$ cat src/rtl/hazard_pkg.sv
// hazard_pkg: shared types, constants and the RAW match helper for the hazard stall unit.
package hazard_pkg;
  localparam int REG_W = 5;
  localparam logic [REG_W-1:0] ZERO_REG = '0;
  typedef struct packed {
    logic             vld;
    logic             regwrite;
    logic             memread;
    logic [REG_W-1:0] rd;
  } stage_t;
  typedef enum logic {HZ_RUN, HZ_STALL} hz_state_t;
  function automatic logic raw_match(stage_t s, logic [REG_W-1:0] rs, logic [REG_W-1:0] rt,
                                     logic uses_rt);
    return s.vld & s.regwrite & (s.rd != ZERO_REG) & ((s.rd == rs) | (uses_rt & (s.rd == rt)));
  endfunction
endpackage

$ cat src/rtl/hazard_scoreboard.sv
// hazard_scoreboard: shadow EX/MEM/WB destination stages, cleared by bubbles and branch flushes.
module hazard_scoreboard
  import hazard_pkg::*;
(
  input  logic   clk_i,
  input  logic   rst_i,
  input  stage_t id_i,
  input  logic   bubble_i,
  input  logic   flush_i,
  output stage_t ex_o,
  output stage_t mem_o,
  output stage_t wb_o
);
  stage_t ex_q, mem_q, wb_q;
  always_ff @(posedge clk_i or negedge rst_i) begin
    if (!rst_i) begin
      ex_q  <= '0;
      mem_q <= '0;
      wb_q  <= '0;
    end else begin
      ex_q  <= (bubble_i | flush_i) ? '0 : id_i;
      mem_q <= flush_i ? '0 : ex_q;
      wb_q  <= mem_q;
    end
  end
  assign ex_o  = ex_q;
  assign mem_o = mem_q;
  assign wb_o  = wb_q;
endmodule

$ cat src/rtl/hazard_stall_unit.sv
// hazard_stall_unit: stall/flush control with stall and flush counters.
// FORWARDING_EN selects the load-use-only hazard rule; otherwise any EX/MEM RAW match stalls.
module hazard_stall_unit
  import hazard_pkg::*;
#(
  parameter int CNT_W = 16
) (
  input  logic             clk_i,
  input  logic             rst_i,
  input  logic [REG_W-1:0] IF_ID_RegisterRs_i,
  input  logic [REG_W-1:0] IF_ID_RegisterRt_i,
  input  logic             ID_UsesRt_i,
  input  logic             ID_RegWrite_i,
  input  logic             ID_MemRead_i,
  input  logic [REG_W-1:0] ID_RegisterRd_i,
  input  logic             Branch_taken_i,
  output logic             PC_Write_o,
  output logic             IF_ID_Write_o,
  output logic             ID_EX_Bubble_o,
  output logic             IF_ID_Flush_o,
  output logic             EX_MEM_Flush_o,
  output logic [CNT_W-1:0] Stall_cnt_o,
  output logic [CNT_W-1:0] Flush_cnt_o
);
  stage_t id_s, ex_s, mem_s, wb_s;
  logic hazard, flush, stall;
  hz_state_t state_q, state_d;
  logic [CNT_W-1:0] stall_cnt_q, stall_cnt_d, flush_cnt_q, flush_cnt_d;
  assign id_s = '{vld: 1'b1, regwrite: ID_RegWrite_i, memread: ID_MemRead_i, rd: ID_RegisterRd_i};
  hazard_scoreboard u_sb (
    .clk_i   (clk_i),
    .rst_i   (rst_i),
    .id_i    (id_s),
    .bubble_i(stall),
    .flush_i (flush),
    .ex_o    (ex_s),
    .mem_o   (mem_s),
    .wb_o    (wb_s)
  );
`ifdef FORWARDING_EN
  assign hazard = ex_s.memread &
                  raw_match(ex_s, IF_ID_RegisterRs_i, IF_ID_RegisterRt_i, ID_UsesRt_i);
`else
  assign hazard = raw_match(ex_s, IF_ID_RegisterRs_i, IF_ID_RegisterRt_i, ID_UsesRt_i) |
                  raw_match(mem_s, IF_ID_RegisterRs_i, IF_ID_RegisterRt_i, ID_UsesRt_i);
`endif
  // gating with reset keeps every output at its reset value while rst_i is low
  assign flush          = Branch_taken_i & rst_i;
  assign stall          = hazard & ~flush;
  assign PC_Write_o     = ~stall;
  assign IF_ID_Write_o  = ~stall;
  assign ID_EX_Bubble_o = stall;
  assign IF_ID_Flush_o  = flush;
  assign EX_MEM_Flush_o = flush;
  assign Stall_cnt_o    = stall_cnt_q;
  assign Flush_cnt_o    = flush_cnt_q;
  always_comb begin
    state_d = state_q;
    case (state_q)
      HZ_RUN:   state_d = stall ? HZ_STALL : HZ_RUN;
      HZ_STALL: state_d = stall ? HZ_STALL : HZ_RUN;
      default:  state_d = HZ_RUN;
    endcase
    stall_cnt_d = (stall && stall_cnt_q != '1) ? stall_cnt_q + CNT_W'(1) : stall_cnt_q;
    flush_cnt_d = (flush && flush_cnt_q != '1) ? flush_cnt_q + CNT_W'(1) : flush_cnt_q;
  end
  always_ff @(posedge clk_i or negedge rst_i) begin
    if (!rst_i) begin
      state_q     <= HZ_RUN;
      stall_cnt_q <= '0;
      flush_cnt_q <= '0;
    end else begin
      state_q     <= state_d;
      stall_cnt_q <= stall_cnt_d;
      flush_cnt_q <= flush_cnt_d;
    end
  end
endmodule

$ cat config.mk
export PLATFORM = sky130hd
export DESIGN_NAME = hazard_stall_unit
export DESIGN_NICKNAME = d
export VERILOG_FILES = /design/src/rtl/hazard_pkg.sv /design/src/rtl/hazard_scoreboard.sv /design/src/rtl/hazard_stall_unit.sv
export SDC_FILE = /design/constraint.sdc
export NUM_CORES = 1
export LEC_CHECK = 0
export CAP_MARGIN = 20
export CORE_ASPECT_RATIO = 0.5
export CORE_MARGIN = 2
export CORE_UTILIZATION = 50
export CTS_BUF_LIST = sky130_fd_sc_hd__clkbuf_4
export CTS_CLUSTER_SIZE = 24
export DETAILED_ROUTE_END_ITERATION = 10
export PLACE_DENSITY = 0.84
export REMOVE_ABC_BUFFERS = 1
export SLEW_MARGIN = 20
export SYNTH_ARGS = -nofsm -noshare
export SYNTH_HDL_FRONTEND = slang
export SYNTH_SLANG_ARGS = --single-unit
$ cat constraint.sdc
create_clock -name clk_i -period 2.38 [get_ports clk_i]
set_input_delay 0.357 -clock clk_i [delete_from_list [all_inputs] [get_ports clk_i]]
set_output_delay 0.357 -clock clk_i [all_outputs]
set_load 0.005 [all_outputs]
==> results.ini <==
[outcome]
outcome = complete, but fails checks
violations = negative setup slack

[detailed_routing]
drc = 0
firstDrtPassIters = 4
drt_iter0_drc = 71
dr_total_vias = 1745
avgViaCountPerCell = 5.26
wl_per_cell_um = 14.9
ant_nets = 0
routed_wirelength_um = 4940

[timing]
fmax_mhz = 420
fin_crit_ns = 2.38
finalSetupViolCount = 1
finalCritPeriodShare_pct = 100
timing.hold.ws_ns = 0.104
tightest_slew_ns = 0.565
finalSetupTns_ns = -0.000189
relSlewSlack_pct = 62.3
slew_viol_final = 0
rsz0062_at_grt = yes
hold_viol_final = 0
clock_skew_ns = 0.0131
fin_ws_ns = -0.000189

[setup_path]
critical-path-max-stage-delay_ns = 0.48
path_cells = buf_4 > or4_4 > o211ai_1 > o22a_2 > or2_4 > inv_2 > buf_2
crit_fanout = 3
end_kind = output pin
critical_path_class = reg2out
cp-start-kind = register
cp_top_family = simple AND/OR/NAND/NOR gates
crit_required_ns = 2.02
critPathSlowestCell = or4_4
critPathBufInv = 3
cp.arrival_ns = 2.02

[power_and_ir_drop]
p_total_mw = 1.96
power.leakage_nw = 1.43
p_switching_uw = 506
p_seq_share_pct = 49.1
ir_drop_mv = 0.417
power.share.combinational_pct = 21.2
p_per_area_nw_per_um2 = 630
p_clk_share_pct = 29.7
swShare_pct = 25.8
internal-power_mw = 1.46

[cells_and_area]
num_antenna_cells = 0
drive_gt1_share_pct = 17.5
finalNetCount = 297
final.fill_count = 331
areaGrowthSynthToFinish_pct = 37.1
final_cell_area_um2 = 3110

[cts]
cts-root-buf = clkbuf_4
clockBufferDepth = 2
clkSinkCount = 46
cts_tree = yes
cts_inserted_buffers = 5
path_clk_slew_ns = 0.14
clock_latency_ns = 0.36
h-tree-depth = 2

[global_route]
grt_max_degree = 47
grt-ovfl-total = 0
grt_pass1_vias = 1710
antenna_found_initial = 0
grt_pass1_wl_um = 8260
grt.total_usage_pct = 20.9

[synth]
synthCells = 198
syn-cell-area_um2 = 2270
synthFlopType = dfrtp_1
synth_edf_count = 0
avgSynthCellArea_um2 = 11.5
async_reset_ff_share_pct = 100
synth_top_area_cell = dfrtp_1
synth_area_leaders = dfrtp_1 51%, xor2_1 12%, xnor2_1 5.8%
yosysUniqueCellTypes = 35
yosys-top-cells-count = 46 x dfrtp_1, 32 x xor2_1, 15 x nand2_1, 15 x xnor2_1, 12 x nand3_1
synth_top_area_share_pct = 50.7
yosysSeqAreaShare_pct = 50.7
yosys_register_bits = 46
synth.most_common_cell = dfrtp_1
yosys_warnings = 0

[die]
fp.coreArea_um2 = 4380
rows = 17
start_util_pct = 51.8
die_h_um = 51.7
die_w_um = 99.3
ios = 58
die-area_um2 = 5130

[place]
hpwlAfterDp_um = 3720
place.gp.congestion = 0.849
io_buffers = 56
place_area_um2 = 2980

[worst_hold_path]
hp-class = in2async

[flow_run]
drv_cap = 0

-- power by group through the flow --
stage                     Clock, mW  Combinational, mW  Sequential (mW)
after floorplan                   0              0.158            0.972
after global placement            0              0.402            0.974
after detailed placement          0              0.418            0.980
after CTS                     0.596              0.426            0.964
after global routing          0.628              0.463            0.979
final                         0.582              0.417            0.963
-- flip-flops by register name, summed over array words and instances (netlist names) --
signal and cells:
Stall_cnt_o 16, u_sb.ex_o 7, u_sb.mem_o 7, Flush_cnt_o 16
-- path summary, 6_finish.rpt --
kind	start	to	slack [ns]	depth (start not counted)
min reg2reg	u_sb.ex_o[6]$_DFF_PN0_	u_sb.mem_o[6]$_DFF_PN0_	0.49	1
min in group clk_i	u_sb.ex_o[6]$_DFF_PN0_	u_sb.mem_o[6]$_DFF_PN0_	0.49	1
max	u_sb.ex_o[3]$_DFF_PN0_	ID_EX_Bubble_o	-0.0002	7
max in group asynchronous	rst_i	u_sb.ex_o[6]$_DFF_PN0_	1.89	2
max reg2reg	u_sb.ex_o[3]$_DFF_PN0_	Stall_cnt_o[12]$_DFFE_PN0P_	0.09	7
min	rst_i	Stall_cnt_o[15]$_DFFE_PN0P_	0.10	2
-- area by class of cell --
cell class | instances | area, um^2 | area share [%]
Clock buffer | 5 | 37.5 | 1.21
Tap cell | 57 | 71.3 | 2.29
Inverter | 3 | 11.3 | 0.362
Timing Repair Buffer | 75 | 687 | 22.1
Clock inverter | 3 | 68.8 | 2.21
Sequential cell | 46 | 1150 | 37.0
Multi-Input combinational cell | 143 | 1090 | 34.9
-- what timing repair did --
action                     4_1_cts  5_1_grt
resized for setup               20        2
setup endpoints to repair        3        5
pin swaps                        6        4
buffers inserted                 2        0
hold buffers                     0        0
-- placed cells by master, fill, tap and decap left out, types with 3 or more instances in the layout --
cell type / count
nor3_1: 7
and2_1: 9
xnor2_1: 15
and3_1: 9
nor2_1: 5
mux2_2: 3
buf_4: 17
buf_2: 4
nand3_1: 12
clkdlybuf4s50_1: 49
xor2_1: 32
and4_1: 3
clkbuf_4: 5
nand2_1: 15
dfrtp_1: 46
dlygate4sd2_1: 3
nand4_1: 4
nor4_2: 5
-- per-stage QoR --
stage	instances	setup WS (ns)	utilization, %
2_1_floorplan	192	-0.0276	-
3_3_place_gp	322	-0.475	68.1
3_5_place_dp	322	-0.481	68.1
4_1_cts	332	-0.0566	70.7
5_1_grt	332	-0.131	71.1
6_report	332	-0.000189	71.1
-- cell families after synthesis --
family,share of synthesized area [%]
fa+ha+maj,1.10
buf+inv,2.37
simple gates,21.8
compound gates,3.91
xor+xnor,18.1
mux,1.98
flops,50.7
-- layer usage --
layer | wire [um] | part of all wire (%) | GRT usage [%]
met4 | 38 | 0.77 | 5.94
met2 | 2580 | 52 | 37.7
met3 | 130 | 2.6 | 4.17
met1 | 2190 | 44 | 26.1
met5 | 0 | 0 | 0
No activity file was read; power rests on OpenSTA's default activity.
